**config.mk**
```make
export PLATFORM = sky130hd
export DESIGN_NAME = mult_rr_arbiter
export DESIGN_NICKNAME = d
export VERILOG_FILES = /design/src/rtl/mult_pkg.sv /design/src/rtl/multiplier.sv /design/src/rtl/mult_rr_arbiter.sv
export SDC_FILE = /design/constraint.sdc
export NUM_CORES = 1
export LEC_CHECK = 0
export BUFFER_PORTS_ARGS = -buffer_cell sky130_fd_sc_hd__clkbuf_2
export CAP_MARGIN = 10
export CORE_ASPECT_RATIO = 0.75
export CORE_MARGIN = 3
export CORE_UTILIZATION = 28
export DETAILED_ROUTE_END_ITERATION = 16
export SLEW_MARGIN = 0
export SYNTH_ARGS = -nofsm -noshare
export SYNTH_HDL_FRONTEND = slang
export SYNTH_SLANG_ARGS = --single-unit
```
**constraint.sdc**
```tcl
create_clock -name clk -period 7 [get_ports clk]
set_input_delay 1.4 -clock clk [delete_from_list [all_inputs] [get_ports clk]]
set_output_delay 1.4 -clock clk [all_outputs]
set_load 0.02 [all_outputs]
```
**src/rtl/mult_pkg.sv**
```systemverilog
// Shared types and sizing for the round-robin multiplier arbiter.
// Holds the arbiter state encoding and default operand/product widths.
package mult_pkg;

   typedef enum logic {
      IDLE = 1'b0,
      HOLD = 1'b1
   } state_t;

   localparam int DEFAULT_N  = 4;
   localparam int DEFAULT_PW = 2 * DEFAULT_N;

endpackage

```
**src/rtl/multiplier.sv**
```systemverilog
// Combinational signed multiplier: N-bit two's complement operands, 2N-bit product.
module multiplier #(
   parameter int N = 4
) (
   input  logic [N-1:0]   a,
   input  logic [N-1:0]   b,
   output logic [2*N-1:0] p
);

   logic [2*N-1:0] a_ext;
   logic [2*N-1:0] b_ext;

   // Sign-extend to full width so the low 2N bits of the product are exact.
   assign a_ext = {{N{a[N-1]}}, a};
   assign b_ext = {{N{b[N-1]}}, b};
   assign p     = a_ext * b_ext;

endmodule

```
**src/rtl/mult_rr_arbiter.sv**
```systemverilog
// Two-client round-robin arbiter sharing one multiplier; the product is registered
// and held until its owner accepts it, with accept and a new grant allowed on one edge.
module mult_rr_arbiter
   import mult_pkg::*;
#(
   parameter int N = DEFAULT_N
) (
   input  logic           clk,
   input  logic           rst_n,
   input  logic [1:0]     req_valid,
   output logic [1:0]     req_ready,
   input  logic [N-1:0]   a0,
   input  logic [N-1:0]   b0,
   input  logic [N-1:0]   a1,
   input  logic [N-1:0]   b1,
   output logic [1:0]     rsp_valid,
   input  logic [1:0]     rsp_ready,
   output logic [2*N-1:0] rsp_p,
   output logic           busy
);

   localparam int PW = 2 * N;

   state_t        state;
   logic          own;
   logic          last;
   logic          arb_en;
   logic          grant;
   logic          win;
   logic [N-1:0]  mult_a;
   logic [N-1:0]  mult_b;
   logic [PW-1:0] mult_p;

   // A held result blocks arbitration unless its owner is consuming it this cycle.
   assign arb_en = (state == IDLE) || rsp_ready[own];
   assign grant  = rst_n && arb_en && (req_valid != 2'b00);

   always_comb begin
      win = ~last;
      case (req_valid)
         2'b01:   win = 1'b0;
         2'b10:   win = 1'b1;
         default: win = ~last;
      endcase
   end

   assign req_ready = grant ? (win ? 2'b10 : 2'b01) : 2'b00;
   assign mult_a    = win ? a1 : a0;
   assign mult_b    = win ? b1 : b0;

   multiplier #(.N(N)) u_mult (
      .a (mult_a),
      .b (mult_b),
      .p (mult_p)
   );

   always_ff @(posedge clk or negedge rst_n) begin
      if (!rst_n) begin
         state <= IDLE;
         own   <= 1'b0;
         last  <= 1'b1;
         rsp_p <= '0;
      end else if (grant) begin
         state <= HOLD;
         own   <= win;
         last  <= win;
         rsp_p <= mult_p;
      end else if (state == HOLD && rsp_ready[own]) begin
         state <= IDLE;
      end
   end

   assign busy      = (state == HOLD);
   assign rsp_valid = busy ? (own ? 2'b10 : 2'b01) : 2'b00;

endmodule
```
==> impl_results.md, run 1 <==
- Status: finished clean
- Most frequent cells in the layout: clkbuf_2, inv_1, ha_1, nand2_1, dfrtp_1
- Antenna violations before repair: 0
- Root buffer cell: clkbuf_8
- Global-route wire length before repair: 4170 um
- Critical path's slowest cell: fa_1
- Mapped Area: approximately 1200 um2
- Clock power share: 0.131
- Final WL: 2530 um
- Ports: 35
- WL/cell: 11.4 um
- Hold Buf Count CTS: 0
- Top cells by area, synth: dfrtp_1, fa_1, ha_1, mux2i_1, inv_1
- Worst slew margin: 0.592
- Reg clk slew, reported paths: 0.05 ns
- Unique masters post-synth: 28
- Vias per inst: 4.47
- Critical path arrival: 6.10 ns
- RSZ-0062 raised after global routing: no
- Seq/Total Area, Yosys: 0.227
- P per Cell Area: 326 nW/um2
- HPWL Detailed: 2210 um
- Critical Path End Type: register
- DP Area: 1450 um2
- Crit path cell chain: clkbuf_2, inv_1, ha_1, or2b_2, nand2_2, mux2i_1, nand2b_1, fa_1, fa_1, fa_1, inv_1, ha_1, inv_1, fa_1, inv_1, a21o_1, a21oi_1, xnor3_1, mux2_2
- Post-cts resize count: 0
- Post-layout nets: 214
- Post-synth top area share: 0.206
- Synth Register Bits: 11
- Max Root-Sink Buffers: 2
- CP Class: input pin to register
- Min-delay worst type: register to register
- Final Core Density: 0.362
- DRT antenna net count: 0
- Switching portion of total power: 0.440
- Final hold slack: 0.484 ns
- Combinational power share: 0.649
- Worst slew pin tran: 0.610 ns
- H-Tree Level Count: 1
- Worst-path maximum fanout: 19
- Cells after Synth: 132
- Num CTS Buffers: 3
- CP peak stage delay: 0.52 ns
- Die Wd: 82.1 um
- Lkg Pwr: 0.000817 uW
- DR pass1 iterations: 4
- Vias in the first global route: 933
- Initial core utilization: 0.295
- Worst vdd ir: 134 uV
- Final Hold Viols: 0
- Largest net degree at the start of global routing: 20
- P_sw: 214 uW
- Layout Skew: 0.00348 ns
- Sequential group share of total power: 0.220
- Cell-internal power: 273 uW
- # setup viols final: 0
- Synth warn: 0
- GRT Overall Usage: 0.103
- Syn nets: 177
- GR Overflow Total: 0
- Total number of vias: 997
- Fin crit period: ~6.0 ns
- N_diodes: 0
- Port bufs: 34
- Die height: 63.1 um
- Crit path launch type: input pin
- Max frequency: approximately 170 MHz
- Synth area leader: dfrtp_1
- Fin. max-slew vios: 0
- Worst-skew pair later-pin latency: 0.24 ns
- DRC violations left: 0
- GP Congestion: approximately 0.77
- Post-layout instance area: 1490 um2
- Max Cap Viol: 0
- DRT iter0 DRCs: 55
- Layout cells sized above 1: 0.268
- Final Cycle Share: 0.854
- CTS Sinks: 11
- Die area: between 5000 and 6000 um2
- CTS tree: yes
- Worst R2R Setup Slack: 2.11 ns
- Syn Area/Cell: between 9 and 10 um2
- Core area: ~4100 um2
- Commonest non-fill, non-tap cell in the layout: clkbuf_2
- Std cell rows: 20
- Post-CTS setup buffers: 0
- Power Total: 487 uW
- Area Overhead vs Synth: 22.7%
- Post-route setup TNS: 0 ns
- CP Data Required Time: 7.12 ns
==> Yosys cell counts <==
cell      count
dfrtp_1      10
nand3_1       6
xnor3_1       1
nand3b_1      1
nand2_1      11
nand2_2       1
xor2_1        2
nor2_1        7
inv_1        20
xnor2_1       3
or2b_2        1
a22oi_2       1
o21ai_0       8
a21oi_1       3
o31ai_1       1
mux2i_1       8
ha_1         14
nand2b_1      2
and2_1        3
mux2_2        4
a21o_1        4
nor2b_1       4
clkbuf_1      2
and2b_1       1
a31oi_1       2
dfstp_2       1
fa_1          9
o21ai_1       2
==> worst paths after layout <==
check	endpoint	cells after the start	from
setup / recovery	rsp_p[7]	19	req_valid[0]
hold / removal	rsp_p[0]	2	rsp_p[0]
setup reg to reg	rsp_p[7]	16	last
hold reg to reg	rsp_p[0]	2	rsp_p[0]
max in group asynchronous	last	1	rst_n
min in group asynchronous	rsp_p[5]	1	rst_n
==> critical path, delay by kind of cell <==
family	cells	cell delay, ns
and+or+nand+nor	3	0.85
muxes	2	0.73
adders and majority gates	6	2.17
xor gates and xnor gates	1	0.33
buffers and inverters	5	0.27
AOI/OAI and AO/OA	2	0.33
==> routing by layer <==
metal / up-vias / global-route usage / wire length [um] / part of all wire
li1: 509 / - / - / -
met1: 461 / 0.144 / 1250 / 0.49
met2: 25 / 0.150 / 1130 / 0.45
met3: 2 / 0.0343 / 146 / 0.058
met4: 0 / 0.0311 / 6 / 0.0024
met5: - / 0 / 0 / 0
==> sequential cells by signal (all words and copies together) (netlist names) <==
register / cells
own: 1
rsp_p: 8
last: 1
busy: 1
==> final cells by class <==
type | instances | area, um2
fillers | 434 | 2640
multi-input cells | 99 | 858
flip-flops and latches | 11 | 277
repair buffers | 34 | 170
inverters | 20 | 75.1
well taps | 55 | 68.8
clock buffers | 4 | 45.0
==> through the flow <==
step	worst slack [ns]	instances
floorplan	1.24	132
global placement	0.883	219
detailed placement	0.765	219
CTS	1.00	223
global route	0.746	223
finish	1.02	223
==> kinds of logic (layout without fill, tap and decap cells) <==
group	count (synthesis)	in the layout	share of synthesized area
xor gates and xnor gates	6	6	0.0545
DFF	11	11	0.227
AOI/OAI and AO/OA	21	21	0.105
muxes	12	12	0.103
and+or+nand+nor	37	37	0.151
adders and majority gates	23	23	0.292
buffers and inverters	22	58	0.0678
==> power by group through the flow <==
stage | clock network, uW | registers, uW | logic, uW
floorplan | 0 | 134 | 213
detailed placement | 0 | 109 | 322
global placement | 0 | 109 | 316
finish | 63.5 | 107 | 316
global route | 70.3 | 112 | 364
CTS | 66.1 | 108 | 325
Power figures use the tool's default switching activity.
==> inputs of run 2 (changes only) <==
--- a/config.mk
+++ b/config.mk
@@ -5,6 +5,7 @@
 export SDC_FILE = /design/constraint.sdc
 export NUM_CORES = 1
 export LEC_CHECK = 0
+export ABC_AREA = 1
 export BUFFER_PORTS_ARGS = -buffer_cell sky130_fd_sc_hd__clkbuf_2
 export CAP_MARGIN = 10
 export CORE_ASPECT_RATIO = 0.75
==> impl_results.md, run 2 <==
- R2r endpoint: rsp_p[7]
- Worst-skew pair later-pin latency: 0.24 ns
- Post-cts resize count: 0
- Fin crit period: around 5.4 ns
- Worst slew margin: 0.646
- Antenna violations before repair: 0
- Layout Skew: 0.00555 ns
- # setup viols final: 0
- Area Overhead vs Synth: 21.6%
- CP Data Required Time: 7.13 ns
- Max frequency: 184 MHz
- Core area: 4150 um2
- Synth Register Bits: 11
- Register with the most flip-flops: rsp_p
- Post-synth top area share: 0.202
- CP Class: input pin to register
- Critical Path Start: req_valid[0]
- Fin. max-slew vios: 0
- Synth warn: 0
- Final WL: around 2400 um
- DRC violations left: 0
- Vias per inst: 4.02
- Std cell rows: 20
- RSZ-0062 raised after global routing: no
- Die Wd: roughly 83 um
- Lkg Pwr: 0.000922 uW
- Synth cell count leaders: nand2_1, inv_1, nor2_1
- Min-delay worst type: register to register
- Crit path launch type: input pin
- Final hold slack: 0.479 ns
- HPWL Detailed: 2180 um
- Main synth FF type: dfrtp_1
- End of the critical path: rsp_p[7]
- Unique masters post-synth: 25
- Ports: 35
- Status: finished clean
- GR Overflow Total: 0
- Worst vdd ir: 155 uV
- DR pass1 iterations: 4
- Most frequent cells in the layout: nand2_1, inv_1, clkbuf_2, nor2_1, ha_1
- Port bufs: 34
- Post-CTS setup buffers: 0
- Top cells by area, synth: dfrtp_1, fa_1, ha_1, nand2_1, inv_1
- Cells after Synth: 172
- DRT antenna net count: 0
- Grt peak-use layer: met1
- Max Cap Viol: 0
- Reg clk slew, reported paths: 0.05 ns
- Worst R2R Setup Slack: 2.72 ns
- Largest net degree at the start of global routing: 18
- Die height: approximately 64 um
- P per Cell Area: approximately 430 nW/um2
- GR Layer Usage met3: 0.0366
- Post-Layout Cell Count: between 200 and 300
- H-Tree Level Count: 1
- Root buffer cell: clkbuf_8
- Syn nets: approximately 220
- Global-route track usage on met2: 0.141
- Number of flip-flops in the largest register: 8
- Worst-path maximum fanout: 11
- Initial core utilization: 0.299
- Number of synthesized flops with an enable pin: 0
- Vias in the first global route: between 1,000 and 1,500
- N_diodes: 0
- Critical path arrival: 5.57 ns
- CTS Sinks: 11
- GP Congestion: 0.811
- Hold Buf Count CTS: 0
- Max Root-Sink Buffers: 2
- DP Cell Count: 259
- GRT Overall Usage: 0.0991
- Power Total: 656 uW
- Global-route wire length before repair: 4370 um
- Critical Path End Type: register
- Final Cycle Share: 0.777
- Syn Area/Cell: 7.22 um2
- Commonest non-fill, non-tap cell in the layout: nand2_1
- Ys async rst share: 1.00
- Final Hold Viols: 0
- Post-route setup TNS: 0 ns
- Synth area leader: dfrtp_1
- Total number of vias: 1,057
- Mapped Area: between 1000 and 1500 um2
- Worst r2r path cells: 25
- Layout cells sized above 1: 0.231
- Seq/Total Area, Yosys: 0.223
- WL/cell: 9.27 um
- Worst flop-to-flop path startpoint: last
- Met1 Use GR: 0.143
- CTS tree: yes
- Worst slew pin tran: 0.529 ns
- DRT iter0 DRCs: 23
- Count leader, synth: nand2_1
- Num CTS Buffers: 3
- Die area: 5280 um2
- Post-layout nets: 254
run 2: changes by cell type in the layout (fill, tap and decap cells not counted), sizes merged, moves of 3 or more:
| cell | change |
|---|---|
| a21o | -4 |
| mux2i | -8 |
| nor2 | +11 |
| nor2b | -4 |
| and2 | -3 |
| nand2 | +34 |
| inv | +23 |
| nand3 | +4 |
| mux2 | -4 |
run 2: through the flow:
stage                util  worst slack (ns)  cell area, um2
global placement    0.352              1.37            1460
global route        0.363              1.16            1510
detailed placement  0.352              1.33            1460
floorplan               -              1.81            1240
finish              0.363              1.56            1510
CTS                 0.363              1.57            1510
run 2: cells by family after synthesis:
kind of cell,synth area share
adders and majority gates,0.286
DFF,0.223
and+or+nand+nor,0.264
buffers and inverters,0.143
xor gates and xnor gates,0.0141
AOI/OAI and AO/OA,0.0696
run 2: worst max-delay path, cell delays in order:
cell,delay [ns]
clkbuf_2,0.07
inv_1,0.04
ha_1,0.32
inv_1,0.09
nand2_2,0.08
nand2_2,0.10
inv_2,0.11
or2_1,0.22
o21ai_1,0.28
inv_1,0.08
nand2_1,0.10
fa_1,0.43
fa_1,0.55
fa_1,0.42
inv_1,0.07
ha_1,0.17
inv_1,0.06
fa_1,0.40
inv_1,0.07
nand3_1,0.06
nand2_1,0.08
inv_1,0.04
nand2_1,0.06
nand2_1,0.06
inv_1,0.05
nand3_1,0.06
nand3_1,0.07
nand2_1,0.05
run 2: final cells by class:
cell class              instances  area [um2]
clock buffers                   4        45.0
fillers                       456        2650
inverters                      43         161
multi-input cells             116         787
flip-flops and latches         11         277
well taps                      55        68.8
repair buffers                 34         170
run 2: metal layers:
metal	vias up	routed length (um)
met5	-	0
met4	0	0
met3	0	165
met2	31	945
met1	440	1330
li1	586	-
run 2: worst min path at each step:
| stage | start | to | cells after the start |
|---|---|---|---|
| after detailed placement | rsp_p[7] | rsp_p[7] | 2 |
| after floorplan | last | last | 2 |
| final | rsp_p[3] | rsp_p[3] | 2 |
| after CTS | rsp_p[1] | rsp_p[1] | 2 |
| after global placement | rsp_p[1] | rsp_p[1] | 2 |
| after global routing | rsp_p[3] | rsp_p[3] | 2 |
run 2: power by group:
part	internal (uW)	total [uW]	switching (uW)
Clock	39.9	63.2	23.2
Combinational	186	478	293
Sequential	97.3	114	17.1
Total	323	656	333
==> inputs of run 3 (changes only) <==
--- a/config.mk
+++ b/config.mk
@@ -5,7 +5,7 @@
 export SDC_FILE = /design/constraint.sdc
 export NUM_CORES = 1
 export LEC_CHECK = 0
-export ABC_AREA = 1
+export ABC_AREA = 0
 export BUFFER_PORTS_ARGS = -buffer_cell sky130_fd_sc_hd__clkbuf_2
 export CAP_MARGIN = 10
 export CORE_ASPECT_RATIO = 0.75
==> constraint.sdc (replaced) <==
create_clock -name clk -period 5.1 [get_ports clk]
set_input_delay 1.02 -clock clk [delete_from_list [all_inputs] [get_ports clk]]
set_output_delay 1.02 -clock clk [all_outputs]
set_load 0.02 [all_outputs]
==> impl_results.md, run 3 (synthesized netlist as in run 1, its figures left out) <==
- Die height: between 60 and 70 um
- Ports: 35
- Worst slew margin: 0.591
- DR pass1 iterations: 4
- Worst slew pin tran: 0.612 ns
- Post-layout instance area: 1710 um2
- Num CTS Buffers: 3
- R2r endpoint: rsp_p[7]
- Antenna violations before repair: 0
- Vias in the first global route: between 900 and 1,000
- CP Class: input pin to register
- DRT iter0 DRCs: 35
- Worst r2r path cells: 16
- Crit path cell chain: clkbuf_2, inv_1, ha_4, or2b_4, nand2_8, mux2i_4, nand2b_4, fa_1, fa_1, fa_1, inv_1, ha_1, inv_1, fa_1, inv_1, a21o_1, a21oi_2, xnor3_1, mux2_2
- GRT Overall Usage: 0.107
- Clock power share: 0.117
- RSZ-0062 raised after global routing: no
- Filler cells: approximately 430
- Worst R2R Setup Slack: 0.79 ns
- Cell-internal power: 432 uW
- Status: finished clean
- HPWL Detailed: 2350 um
- DRT antenna net count: 0
- Vias per inst: 4.31
- Final Core Density: 0.414
- Number of flip-flops in the largest register: 8
- DRC violations left: 0
- Worst flop-to-flop path startpoint: last
- GR Overflow Total: 0
- Register with the most flip-flops: rsp_p
- CTS Sinks: 11
- Worst-path maximum fanout: 7
- Reg clk slew, reported paths: 0.05 ns
- P_sw: 312 uW
- Post-layout nets: 233
- Final Hold Viols: 0
- Combinational power share: 0.686
- Worst-skew pair later-pin latency: 0.23 ns
- Final Cycle Share: 0.965
- Worst vdd ir: 331 uV
- Multi-input gate area: 940 um2
- Total number of vias: 1,042
- Largest net degree at the start of global routing: 17
- Root buffer cell: clkbuf_8
- Commonest non-fill, non-tap cell in the layout: clkbuf_2
- GP Congestion: 0.833
- Fin crit period: a little under 5 ns
- Max Cap Viol: 0
- Switching portion of total power: 0.419
- Critical path's slowest cell: fa_1
- CP peak stage delay: between 0.5 and 0.6 ns
- Port bufs: 34
- Critical path arrival: 5.04 ns
- Max frequency: 203 MHz
- Hold Startpoint: rsp_p[5]
- Layout cells sized above 1: 0.385
- Initial core utilization: 0.295
- Most frequent cells in the layout: clkbuf_2, inv_1, buf_4, ha_1, nand2_1
- Power Total: approximately 740 uW
- DP Area: ~1600 um2
- CP Data Required Time: 5.22 ns
- Endpoint, Worst Hold: rsp_p[5]
- Die area: 5180 um2
- Final hold slack: 0.487 ns
- CTS tree: yes
- Std cell rows: 20
- Post-route setup TNS: 0 ns
- Min-delay worst type: register to register
- Lkg Pwr: 0.000917 uW
- WL/cell: 11.1 um
- Final WL: 2680 um
- Area Overhead vs Synth: 40.5%
- Worst Hold Path Cells: 2
- Fin. max-slew vios: 0
- P per Cell Area: 435 nW/um2
- Global-route wire length before repair: 4400 um
- Critical Path End Type: register
- Die Wd: 82.1 um
- # setup viols final: 0
- Sequential group share of total power: 0.197
- Core area: 4130 um2
- Crit path launch type: input pin
- H-Tree Level Count: 1
- Sequential Area: approximately 280 um2
- Max Root-Sink Buffers: 2
- N_diodes: 0
- Layout Skew: 0.00138 ns
## run 3: metal layers
metal  GRT usage  part of all wire
met1       0.182              0.56
met2       0.138              0.37
met3      0.0229             0.060
met4      0.0124            0.0045
met5           0                 0
## run 3: how the worst max path moves through the flow
stage	start	endpoint	slack, ns	cells after the start
after floorplan	req_valid[0]	rsp_p[7]	0.05	18
after global placement	req_valid[0]	rsp_p[7]	-0.09	19
after detailed placement	req_valid[0]	rsp_p[7]	-0.15	19
after CTS	req_valid[0]	rsp_p[7]	0.11	19
after global routing	req_valid[1]	rsp_p[7]	0.02	19
final	req_valid[1]	rsp_p[7]	0.18	19
## run 3: worst max-delay path: cells and delay by family
| family | cells | cell delay, ns |
|---|---|---|
| xor+xnor | 1 | 0.31 |
| buf+inv | 5 | 0.35 |
| mux | 2 | 0.53 |
| compound gates | 2 | 0.17 |
| fa+ha+maj | 6 | 2.19 |
| simple gates | 3 | 0.47 |
## run 3: power by group through the flow
stage / logic, uW / registers, uW / clock network (uW)
3_3_place_gp: 509 / 148 / 0
3_5_place_dp: 509 / 148 / 0
2_1_floorplan: 308 / 184 / 0
6_report: 511 / 147 / 87.0
5_1_grt: 579 / 153 / 93.1
4_1_cts: 511 / 147 / 89.1
## run 3: final cells by class
type | instances | area share
multi-input combinational | 100 | 0.549
timing repair buffer | 52 | 0.178
sequential | 11 | 0.162
inverter | 20 | 0.0439
tap | 55 | 0.0402
clock buffer | 4 | 0.0263
## run 3: what timing repair did
action                                  in CTS  in global routing
gates resized for setup                      0                  4
hold buffers                                 0                  0
endpoints found under the setup margin       0                  1
setup buffers                                0                  1
## run 3: through the flow
step	cells	setup slack [ns]
finish	242	0.176
CTS	240	0.110
detailed placement	236	-0.146
global route	242	0.0229
global placement	236	-0.0889
floorplan	132	0.0522
